`config.mk`:
```
export PLATFORM = sky130hd
export DESIGN_NAME = ahb_led_pwm
export DESIGN_NICKNAME = d
export VERILOG_FILES = /design/src/rtl/ahb_led_pwm.sv
export SDC_FILE = /design/constraint.sdc
export NUM_CORES = 1
export LEC_CHECK = 0
export CAP_MARGIN = 20
export CORE_ASPECT_RATIO = 1.2
export CORE_UTILIZATION = 40
export CTS_CLUSTER_DIAMETER = 50
export CTS_CLUSTER_SIZE = 12
export DETAILED_ROUTE_END_ITERATION = 10
export PLACE_DENSITY_LB_ADDON = 0.08
export RECOVER_POWER = 25
export SYNTH_ARGS = -nofsm -noshare
export SYNTH_HDL_FRONTEND = slang
export SYNTH_SLANG_ARGS = --single-unit
```
`constraint.sdc`:
```
create_clock -name HCLK -period 2.65 [get_ports HCLK]
set_input_delay 0.53 -clock HCLK [delete_from_list [all_inputs] [get_ports HCLK]]
set_output_delay 0.53 -clock HCLK [all_outputs]
set_load 0.005 [all_outputs]
```
`src/rtl/ahb_led_pwm.sv`:
```
// AHB-Lite LED bank controller: per-channel static level or PWM with shared prescaler.
// Duty registers are shadows; the active duty is loaded only at period boundaries.
module ahb_led_pwm #(
  parameter int unsigned NUM_LED       = 8,
  parameter int unsigned PWM_BITS      = 8,
  parameter int unsigned PRESCALE_BITS = 16
) (
  input  logic               HCLK,
  input  logic               HRESETn,
  input  logic               HSEL,
  input  logic               HREADY,
  input  logic [31:0]        HADDR,
  input  logic [1:0]         HTRANS,
  input  logic               HWRITE,
  input  logic [2:0]         HSIZE,
  input  logic [31:0]        HWDATA,
  output logic               HREADYOUT,
  output logic               HRESP,
  output logic [31:0]        HRDATA,
  output logic [NUM_LED-1:0] LED
);

  logic                     valid_q, write_q;
  logic [5:0]               addr_q;
  logic                     en_q;
  logic [PRESCALE_BITS-1:0] prescale_q, pre_cnt_q;
  logic [NUM_LED-1:0]       mode_q, static_q, led_q, led_d;
  logic [PWM_BITS-1:0]      duty_q [NUM_LED];
  logic [PWM_BITS-1:0]      act_q  [NUM_LED];
  logic [PWM_BITS-1:0]      pwm_cnt_q;
  logic                     wr_en, tick, boundary;
  logic [31:0]              rdata;
  logic                     unused_bits;

  assign HREADYOUT   = 1'b1;
  assign HRESP       = 1'b0;
  assign unused_bits = ^{HSIZE, HADDR[31:8], HADDR[1:0], HTRANS[0], HWDATA};

  // Address phase capture; holds while another slave stalls the bus.
  always_ff @(posedge HCLK or negedge HRESETn) begin
    if (!HRESETn) begin
      valid_q <= 1'b0;
      write_q <= 1'b0;
      addr_q  <= '0;
    end else if (HREADY) begin
      valid_q <= HSEL & HTRANS[1];
      write_q <= HWRITE;
      addr_q  <= HADDR[7:2];
    end
  end

  assign wr_en = valid_q & write_q & HREADY;

  always_ff @(posedge HCLK or negedge HRESETn) begin
    if (!HRESETn) begin
      en_q       <= 1'b0;
      prescale_q <= '0;
      mode_q     <= '0;
      static_q   <= '0;
      for (int i = 0; i < NUM_LED; i++) duty_q[i] <= '0;
    end else if (wr_en) begin
      case (addr_q)
        6'd0: en_q       <= HWDATA[0];
        6'd1: prescale_q <= HWDATA[PRESCALE_BITS-1:0];
        6'd2: mode_q     <= HWDATA[NUM_LED-1:0];
        6'd3: static_q   <= HWDATA[NUM_LED-1:0];
        default: begin
          for (int i = 0; i < NUM_LED; i++) begin
            if (addr_q == 6'(i + 4)) duty_q[i] <= HWDATA[PWM_BITS-1:0];
          end
        end
      endcase
    end
  end

  always_comb begin
    rdata = '0;
    if (valid_q) begin
      case (addr_q)
        6'd0: rdata[0]                 = en_q;
        6'd1: rdata[PRESCALE_BITS-1:0] = prescale_q;
        6'd2: rdata[NUM_LED-1:0]       = mode_q;
        6'd3: rdata[NUM_LED-1:0]       = static_q;
        default: begin
          for (int i = 0; i < NUM_LED; i++) begin
            if (addr_q == 6'(i + 4)) rdata[PWM_BITS-1:0] = duty_q[i];
          end
        end
      endcase
    end
  end

  assign HRDATA = rdata;

  // >= rather than == so lowering PRESCALE never waits for a counter wrap.
  assign tick     = en_q && (pre_cnt_q >= prescale_q);
  assign boundary = tick && (pwm_cnt_q == '1);

  always_ff @(posedge HCLK or negedge HRESETn) begin
    if (!HRESETn) begin
      pre_cnt_q <= '0;
      pwm_cnt_q <= '0;
    end else if (!en_q) begin
      pre_cnt_q <= '0;
      pwm_cnt_q <= '0;
    end else if (tick) begin
      pre_cnt_q <= '0;
      pwm_cnt_q <= pwm_cnt_q + 1'b1;
    end else begin
      pre_cnt_q <= pre_cnt_q + 1'b1;
    end
  end

  // While disabled the active duty tracks the shadow so enabling starts with it.
  always_ff @(posedge HCLK or negedge HRESETn) begin
    if (!HRESETn) begin
      for (int i = 0; i < NUM_LED; i++) act_q[i] <= '0;
    end else if (!en_q || boundary) begin
      for (int i = 0; i < NUM_LED; i++) act_q[i] <= duty_q[i];
    end
  end

  always_comb begin
    led_d = '0;
    for (int i = 0; i < NUM_LED; i++) begin
      led_d[i] = mode_q[i] ? (en_q && (pwm_cnt_q < act_q[i])) : static_q[i];
    end
  end

  always_ff @(posedge HCLK or negedge HRESETn) begin
    if (!HRESETn) led_q <= '0;
    else          led_q <= led_d;
  end

  assign LED = led_q;

endmodule

```
==> reports/results.ini, run 1 <==
[worst_setup_path]
critPathMaxFanout = 8
arrival_ns = 2.79
critPathKind = reg -> out
endpoint_kind = output port
cp-start-kind = flip-flop
cp.required_ns = 2.12

[place]
dp_hpwl_um = 20810
placed_area_mm2 = 0.01195
portBuffers = 51
pre_cts_slack_ns = -0.7309
gp_congestion = 0.8048

[logic_synthesis]
synth_edf_count = 0
syn_inst = 933
yosys_warnings = 0
yosysUniqueCellTypes = 52
synth_seq_cells = 201
synth-async-reset-ratio_pct = 100.0
synth_area_mm2 = 0.01057
synthFlopType = dfrtp_1
avgSynthCellArea_um2 = 11.32
ys_seq_area_share_pct = 47.61

[die]
die_h_um = 180.0
die_w_um = 150.4
start_util_pct = 41.10
core-area_mm2 = 0.02570
die-area_mm2 = 0.02707
pin_count = 116
fp-row-count = 64

[route]
ant_nets = 0
via_count = 7651
drtIter0Drc = 418
drc = 0
viasPerCell = 5.313
wl_per_cell_um = 21.39
dr.pass1.iters = 5
wl_um = 30800

[cells_and_area]
num-nets-final = 1238
area_delta_synth_final_pct = 28.26
drive_gt1_share_pct = 33.18
finalCoreUtilization_pct = 52.72
final_area_mm2 = 0.01355
fillerInstances = 2283

[timing]
final.setup.tns_ns = -6.072
timing.final.crit_share_pct = 125.4
hold_violations = 0
finalSetupViolations = 16
hold_ws_ns = 0.4864
rsz0062_at_grt = yes
worst_pin_slew_ns = 1.187
maxSlewViolCount = 0
max_slew_margin_pct = 20.89
fin_skew_ns = 0.01088
setup_slack_ns = -0.6729
fmax_mhz = 300.9
finalWorstPathRequiredPeriod_ns = 3.323

[power_and_ir_drop]
pwr_density_cell_mw_per_mm2 = 606.4
peakVddDrop_mv = 0.4624
p_leak_nw = 6.401

[grt]
grt_first_pass_wirelength_um = 46830
grt_pass1_vias = 7766
antenna_found_initial = 0
overflow = 0
grt_max_degree = 67
grt_usage_pct = 23.28

[clock_network]
cts_root_buf = clkbuf_16
cts_sinks = 201
clockBufferDepth = 3
cts.htree.levels = 1
clk_pin_slew_worst_paths_ns = 0.06
clk_latency_ns = 0.54
cts_buffers = 28
cts_tree = yes

[run_status]
violations = negative setup slack
status = finished with violations

[min_path]
hp-class = reg -> reg

[job]
cap_viol_max_count = 0

==> sequential cells by signal (all words and copies together), names as in the netlist, 6 cells and up <==
signal      flops
mode_q          8
pwm_cnt_q       8
addr_q          6
LED             8
duty_q         64
static_q        8
prescale_q     16
act_q          64
pre_cnt_q      16
==> final cells by class <==
cell class / instances / area [um^2] / share of cell area (%)
Clock inverter: 18 / 281.5 / 2.078
Timing Repair Buffer: 165 / 1593 / 11.75
Tap cell: 330 / 412.9 / 3.047
Clock buffer: 31 / 743.2 / 5.485
Antenna cell: 1 / 2.502 / 0.01847
Inverter: 91 / 341.6 / 2.521
Multi-Input combinational cell: 603 / 5145 / 37.97
Sequential cell: 201 / 5031 / 37.13
==> where the power goes <==
part,switching (mW),internal (mW)
Combinational,0.427,0.364
Clock,1.50,2.62
Sequential,0.0990,3.20
==> Yosys cell counts (8+ instances only) <==
library cell | count | share of area (%)
a31o_2 | 8 | 0.66
nor3_1 | 10 | 0.47
buf_4 | 18 | 1.3
xnor2_1 | 8 | 0.66
dfrtp_1 | 201 | 48
nor2_1 | 28 | 0.99
ha_1 | 74 | 8.8
nand3_1 | 13 | 0.62
a221o_1 | 8 | 0.76
a21oi_1 | 14 | 0.66
inv_1 | 91 | 3.2
a2111oi_0 | 15 | 1.2
mux2_4 | 10 | 1.4
buf_2 | 8 | 0.38
o21ai_0 | 49 | 2.3
a22oi_1 | 14 | 0.99
clkbuf_1 | 20 | 0.71
a221oi_1 | 9 | 0.75
mux2_2 | 128 | 14
nor2b_1 | 11 | 0.65
nand2_1 | 61 | 2.2
nor4_1 | 16 | 0.95
nand2b_1 | 20 | 1.2
a21o_1 | 11 | 0.78
==> path summary, 6_finish.rpt <==
kind / depth (start not counted) / startpoint / end / slack [ns]
setup / recovery: 10 / addr_q[4] / HRDATA[2] / -0.67
hold / removal: 1 / act_q[32] / act_q[32] / 0.49
setup reg to reg: 10 / pre_cnt_q[10] / act_q[16] / 0.04
hold reg to reg: 1 / act_q[32] / act_q[32] / 0.49
max in group asynchronous: 3 / HRESETn / mode_q[6] / 0.23
min in group asynchronous: 2 / HRESETn / pre_cnt_q[9] / 0.76
==> cell families after synthesis <==
logic type	Yosys count	synth area share, %
buffers and inverters	145	6.312
adders and majority gates	74	8.764
and+or+nand+nor	194	9.474
DFF	201	47.61
AOI/OAI and AO/OA	154	10.32
muxes	148	16.21
xor gates and xnor gates	15	1.244
other	2	0.07108
==> metal layers <==
layer | share of wire, % | global-route usage [%] | routed length [um] | vias to the layer above
met2 | 48 | 37.84 | 14780 | 205
li1 | - | - | - | 3594
met1 | 45 | 32.71 | 13960 | 3807
met4 | 1.8 | 5.374 | 569 | 0
met3 | 4.8 | 3.114 | 1487 | 45
met5 | 0 | 0 | 0 | -
==> worst max-delay path, cell delays in order (launching register included) <==
cell       delay (ns)
dfrtp_1          0.39
buf_6            0.13
or4b_4           0.53
nor3_2           0.16
buf_4            0.13
buf_6            0.11
a22o_1           0.21
a2111oi_2        0.07
nor4_1           0.24
buf_4            0.20
buf_6            0.09
==> through the flow <==
stage,cells,power (mW)
after floorplan,949,3.715
after global placement,1365,4.050
after detailed placement,1365,4.056
after CTS,1434,8.268
after global routing,1439,8.523
final,1440,8.216
==> cell usage in the layout (no fill, tap or decap), types with 25 or more instances in the layout <==
master	n
nor2_1	25
o21ai_0	47
dfrtp_1	200
mux2_2	128
buf_4	83
inv_1	91
nand2_1	59
clkdlybuf4s50_1	33
clkbuf_16	33
ha_1	69
==> repair_timing <==
item | in CTS | in global routing
endpoints found under the hold margin | 18 | 0
pin swaps | 28 | 6
hold buffers | 1 | 0
gates resized for setup | 114 | 18
gates cloned | 2 | 5
endpoints found under the setup margin | 68 | 80
setup buffers | 19 | 9
Power figures use the tool's default switching activity.
==> run 2, diff against run 1 <==
PLACE_DENSITY = 0.69   (was unset)
PLACE_DENSITY_LB_ADDON = unset   (was 0.08)
clock period = 3.89 ns   (was 2.65 ns; I/O delays follow)
==> reports/results.ini, run 2 (synthesized netlist as in run 1, its figures left out) <==
[timing]
setup_slack_ns = -0.06191  ; +0.6110 ns
timing.final.crit_share_pct = 101.6
worst_pin_slew_ns = 2.339  ; +1.152 ns
final.setup.tns_ns = -0.06191  ; +6.010 ns
fin_skew_ns = 0.02508  ; +0.01420 ns
finalWorstPathRequiredPeriod_ns = 3.952
hold_violations = 0  ; unchanged
fmax_mhz = 253.0
rsz0062_at_grt = yes
finalSetupViolations = 1  ; -15
max_slew_margin_pct = -55.91  ; -77 points
maxSlewViolCount = 93  ; +93

[grt]
grt_first_pass_wirelength_um = 41950  ; -10%
gr-usage-met1_pct = 29.22  ; -3.5 points
top_usage_layer = met2
grt.met2_usage_pct = 31.24  ; -6.6 points
grt_pass1_vias = 7432  ; -4.3%
overflow = 0  ; unchanged
globalRouteMet3Util_pct = 2.582  ; -0.53 points
grt_max_degree = 93  ; +39%
antenna_found_initial = 0  ; unchanged
grt_usage_pct = 20.25  ; -3.0 points

[power_and_ir_drop]
clkPwrFrac_pct = 44.3  ; -5.9 points
p_comb_share_pct = 9.1  ; -0.5 points
p_total_mw = 4.826  ; -41%
p_leak_nw = 5.912  ; -7.6%
p_sw_mw = 1.199  ; -41%
switching_share_pct = 24.84  ; +0.16 points
power.share.sequential_pct = 46.6  ; +6.4 points
pwr_density_cell_mw_per_mm2 = 389.6  ; -36%
peakVddDrop_mv = 0.2682  ; -42%
internal_power_mw = 3.628  ; -41%

[cells_and_area]
final_area_mm2 = 0.01239  ; -8.6%
final_cell_mix = dfrtp_1 (201), mux2_2 (128), inv_1 (91)
drive_gt1_share_pct = 24.42  ; -8.8 points
final_common_cell = dfrtp_1
num-nets-final = 1167  ; -5.7%
reg_top3 = act_q x64, duty_q x64
fillerInstances = 2314  ; +1.4%
area_delta_synth_final_pct = 17.25
n_antenna_cell = 0  ; -1

[route]
viasPerCell = 5.430  ; +2.2%
drtIter0Drc = 367  ; -12%
via_count = 7395  ; -3.3%
ant_nets = 0  ; unchanged
wl_per_cell_um = 19.28  ; -9.9%
drc = 0  ; unchanged
dr.pass1.iters = 5  ; unchanged
wl_um = 26260  ; -15%

[die]
die_h_um = 180.0  ; unchanged
pin_count = 116  ; unchanged
die_w_um = 150.4  ; unchanged
core-area_mm2 = 0.02570  ; unchanged
fp-row-count = 64  ; unchanged
die-area_mm2 = 0.02707  ; unchanged
start_util_pct = 41.10  ; unchanged

[place]
placed_area_mm2 = 0.01153  ; -3.5%
dp_hpwl_um = 18450  ; -11%
gp_congestion = 0.8581  ; +6.6%
portBuffers = 51  ; unchanged

[run_status]
status = finished with violations
violations = max-capacitance violations, max-slew violations, negative setup slack

[worst_setup_path]
rrSetupSlack_ns = 1.01  ; +0.97 ns
crit_family = simple AND/OR/NAND/NOR gates
crit_chain = or4b_4, nor3_4, buf_6, buf_4, a22oi_1, nand2_1, a2111oi_1, nor4_1, buf_2
cp-start-kind = flip-flop
crit_buf_inv = 3  ; -2
r2r_cells = 8  ; -2
critPathKind = reg -> out
endpoint_kind = output port
cp.required_ns = 3.11  ; +0.99 ns
worst_path_largest_cell_delay_ns = 0.63  ; +0.10 ns
regToRegEndpoint = act_q[42]
arrival_ns = 3.17  ; +0.38 ns
cp_slowest_cell = or4b_4
critPathMaxFanout = 6  ; -2
crit-reg2reg-launch = pre_cnt_q[13]
setup.worst_path.end = HRDATA[2]
cp.depth = 9  ; -1
crit_start = addr_q[4]

[clock_network]
cts_buffers = 24  ; -14%
cts_sinks = 201  ; unchanged
clk_latency_ns = 0.52  ; -0.02 ns
cts.htree.levels = 1  ; unchanged
clk_pin_slew_worst_paths_ns = 0.06  ; about the same
clockBufferDepth = 3  ; unchanged
cts_root_buf = clkbuf_16
cts_tree = yes

[min_path]
hp-class = reg -> reg

[job]
cap_viol_max_count = 1  ; +1

[run 2: cell count changes in the layout (fill, tap and decap cells not counted), moves of 7 or more]
| cell | previous run | this run |
|---|---|---|
| a2111oi_2 | 7 | 0 |
| clkdlybuf4s50_1 | 33 | 42 |
| buf_4 | 83 | 41 |
| a22oi_2 | 8 | 1 |
| clkbuf_16 | 33 | 24 |
| buf_6 | 20 | 4 |
| a22oi_1 | 6 | 13 |
[run 2: worst reg2reg max path, delay by kind of cell (launching register included)]
family | cells | cell delay [ns]
AOI/OAI and AO/OA | 3 | 0.80
muxes | 1 | 0.38
buffers and inverters | 1 | 0.29
adders and majority gates | 1 | 0.31
and+or+nand+nor | 2 | 0.56
DFF | 1 | 0.41
[run 2: per-layer routing]
layer	wire length, um	vias to the layer above
met1	12210	3708
li1	-	3440
met4	852	0
met5	0	-
met2	11800	205
met3	1397	42
[run 2: how the worst min path moves through the flow]
stage / start / end / slack, ns / cells past startpoint
after floorplan: act_q[33] / act_q[33] / 0.46 / 1
after CTS: HRESETn / duty_q[24] / 0.36 / 1
final: act_q[57] / act_q[57] / 0.48 / 1
after global placement: act_q[33] / act_q[33] / 0.47 / 1
after global routing: act_q[57] / act_q[57] / 0.51 / 1
after detailed placement: act_q[57] / act_q[57] / 0.48 / 1
[run 2: final cells by class]
class / count / area [um^2] / area share (%)
clock inverters: 9 / 101.3 / 0.8181
well taps: 330 / 412.9 / 3.333
multi-input cells: 603 / 4957 / 40.02
repair buffers: 98 / 892.1 / 7.201
inverters: 91 / 341.6 / 2.757
clock buffers: 30 / 653.1 / 5.272
flip-flops and latches: 201 / 5030 / 40.60
[run 2: metrics by stage]
step                      hold slack, ns  utilization [%]  cells  setup slack (ns)
after global routing              0.5062            48.19   1362          -0.07762
final                             0.4837            48.19   1362          -0.06191
after floorplan                   0.4581                -    949             1.168
after CTS                         0.3633            47.97   1356          -0.01106
after detailed placement          0.4759            44.87   1312            0.1353
after global placement            0.4701            44.87   1312            0.1665
[run 2: power by group through the flow]
stage | clock [mW] | combinational (mW) | sequential (mW)
floorplan | 0 | 0.272 | 2.26
global placement | 0 | 0.418 | 2.28
detailed placement | 0 | 0.428 | 2.29
CTS | 2.18 | 0.435 | 2.25
global route | 2.27 | 0.486 | 2.26
finish | 2.14 | 0.437 | 2.25
[run 2: timing repair]
item / 4_1_cts / 5_1_grt
gates cloned: 0 / 0
buffers inserted: 5 / 7
resized for setup: 8 / 18
setup endpoints to repair: 7 / 7
hold buffers: 0 / 0
pin swaps: 14 / 12
endpoints found under the hold margin: 0 / 0
==> run 3, diff against run 2 <==
CORE_MARGIN = 3   (was unset)
==> reports/results.ini, run 3 (synthesized netlist as in run 1, its figures left out) <==
[timing]
maxSlewViolCount = 72  ; -23%
fmax_mhz = 264.3  ; +4.4%
finalWorstPathRequiredPeriod_ns = 3.784  ; -0.1683 ns
finalSetupViolations = 0  ; -1
rsz0062_at_grt = yes
fin_skew_ns = 0.01490  ; -0.01017 ns
max_slew_margin_pct = -21.37  ; +35 points
timing.final.crit_share_pct = 97.26  ; -4.3 points
worst_pin_slew_ns = 1.821  ; -0.5181 ns
hold_violations = 0  ; unchanged
setup_slack_ns = 0.1064  ; +0.1683 ns

[route]
ant_nets = 0  ; unchanged
wl_per_cell_um = 19.55  ; +1.4%
drc = 0  ; unchanged
met2_wirelength_um = 11990  ; +1.7%
viasPerCell = 5.429  ; about the same
via_count = 7356  ; -0.53%
wl_um = 26500  ; +0.91%
dr.pass1.iters = 5  ; unchanged
drtIter0Drc = 436  ; +19%
met1_length_um = 11870  ; -2.8%
dr_wl_met3_um = 1703  ; +22%
routed.top_layer = met4

[power_and_ir_drop]
pwr_density_cell_mw_per_mm2 = 412.4  ; +5.9%
switching_share_pct = 24.64  ; -0.20 points
clkPwrFrac_pct = 47.6  ; +3.3 points
p_sw_mw = 1.259  ; +5.0%
power.share.sequential_pct = 44.1  ; -2.5 points
peakVddDrop_mv = 0.2913  ; +8.6%
internal_power_mw = 3.851  ; +6.2%
p_total_mw = 5.110  ; +5.9%
p_comb_share_pct = 8.4  ; -0.7 points
p_leak_nw = 5.847  ; -1.1%

[worst_setup_path]
r2r_cells = 6  ; -2
setup.worst_path.end = HRDATA[4]
cp-start-kind = flip-flop
worst_path_largest_cell_delay_ns = 0.62  ; about the same
cp.required_ns = 3.11  ; about the same
cp.depth = 10  ; +1
arrival_ns = 3.01  ; -0.16 ns
crit_start = addr_q[4]
crit_family = simple AND/OR/NAND/NOR gates
cpMostUsedCell = buf_4
crit-reg2reg-launch = addr_q[5]
regToRegEndpoint = static_q[6]
crit_buf_inv = 4  ; +1
cp_slowest_cell = or4b_4
endpoint_kind = output port
critPathKind = reg -> out
critPathMaxFanout = 8  ; +2
crit_chain = or4b_4, nor3_4, buf_6, buf_4, a22oi_1, nand2_1, a2111oi_0, nor4_1, buf_4, dlygate4sd2_1
rrSetupSlack_ns = 1.04  ; +0.03 ns

[clock_network]
cts_tree = yes
cts_sinks = 201  ; unchanged
clk_pin_slew_worst_paths_ns = 0.05  ; about the same
clk_latency_ns = 0.53  ; about the same
clockBufferDepth = 3  ; unchanged
cts.htree.levels = 1  ; unchanged
cts_root_buf = clkbuf_16
cts_hold_buf = 0  ; unchanged
cts_buffers = 26  ; +8.3%

[place]
gp_congestion = 0.8425  ; -1.8%
placed_cells = 1307  ; -0.38%
portBuffers = 51  ; unchanged
pre_cts_slack_ns = 0.1650  ; +0.02976 ns
dp_hpwl_um = 18280  ; -0.91%

[cells_and_area]
drive_gt1_share_pct = 24.00  ; -0.42 points
area_delta_synth_final_pct = 17.28  ; about the same
final_common_cell = dfrtp_1
num-nets-final = 1158  ; -0.77%
final_cell_mix = dfrtp_1 (201), mux2_2 (128), inv_1 (91)
n_antenna_cell = 0  ; unchanged
stdcell_count = 1355  ; -0.51%
reg_top3 = act_q x64, duty_q x64

[run_status]
status = finished with violations
violations = max-capacitance violations, max-slew violations

[grt]
antenna_found_initial = 0  ; unchanged
grt_max_degree = 96  ; +3.2%
overflow = 0  ; unchanged
grt_first_pass_wirelength_um = 41880  ; -0.15%
grt_usage_pct = 18.76  ; -1.5 points
grt_pass1_vias = 7347  ; -1.1%

[min_path]
hp-class = reg -> reg

[die]
start_util_pct = 40.97  ; -0.13 points
core-area_mm2 = 0.02578  ; +0.31%
fp-row-count = 64  ; unchanged
die-area_mm2 = 0.02841  ; +4.9%
pin_count = 116  ; unchanged
die_w_um = 154.4  ; +2.7%
die_h_um = 184.0  ; +2.2%

[job]
cap_viol_max_count = 1  ; unchanged

[run 3: layer usage]
| metal | vias up | GRT usage, % |
|---|---|---|
| met4 | 0 | 6.820 |
| li1 | 3442 | - |
| met1 | 3618 | 25.95 |
| met3 | 55 | 3.885 |
| met2 | 241 | 29.34 |
| met5 | - | 0 |
[run 3: worst register-to-register path, delay by kind of cell, from the launching register on]
| kind | cells | cell delay (ns) |
|---|---|---|
| multiplexers | 1 | 0.34 |
| AND/OR/NAND/NOR | 3 | 1.44 |
| buffers and inverters | 2 | 0.53 |
| flip-flops | 1 | 0.43 |
[run 3: cell type report]
type	instances	area (um^2)
Multi-Input combinational cell	603	4952
Inverter	91	341.6
Tap cell	330	412.9
Clock buffer	30	695.7
Timing Repair Buffer	87	774.5
Fill cell	2329	13390
Clock inverter	13	183.9
Sequential cell	201	5030
[run 3: timing repair]
action	4_1_cts	5_1_grt
pin swaps	12	2
endpoints found under the setup margin	7	5
buffers inserted	4	1
resized for setup	8	7
[run 3: worst min path at each step]
stage	endpoint	depth (start not counted)	slack [ns]	start
3_5_place_dp	act_q[58]	1	0.47	act_q[58]
2_1_floorplan	act_q[33]	1	0.46	act_q[33]
6_report	act_q[58]	1	0.48	act_q[58]
4_1_cts	act_q[58]	1	0.26	HRESETn
3_3_place_gp	act_q[58]	1	0.47	act_q[58]
5_1_grt	act_q[60]	1	0.51	act_q[60]
[run 3: power by group through the flow]
stage / sequential, mW / combinational, mW / clock, mW
after floorplan: 2.26 / 0.272 / 0
after global placement: 2.28 / 0.413 / 0
after detailed placement: 2.29 / 0.423 / 0
after CTS: 2.25 / 0.433 / 2.49
after global routing: 2.26 / 0.477 / 2.58
final: 2.25 / 0.429 / 2.43
[run 3: metrics by stage]
| step | hold WS [ns] | setup TNS, ns | util [%] | area (um^2) |
|---|---|---|---|---|
| 3_5_place_dp | 0.4748 | 0 | 44.49 | 11470 |
| 4_1_cts | 0.2638 | 0 | 48.06 | 12390 |
| 5_1_grt | 0.5061 | -0.02660 | 48.05 | 12390 |
| 6_report | 0.4828 | 0 | 48.05 | 12390 |
| 3_3_place_gp | 0.4693 | 0 | 44.49 | 11470 |
| 2_1_floorplan | 0.4581 | 0 | - | 10630 |
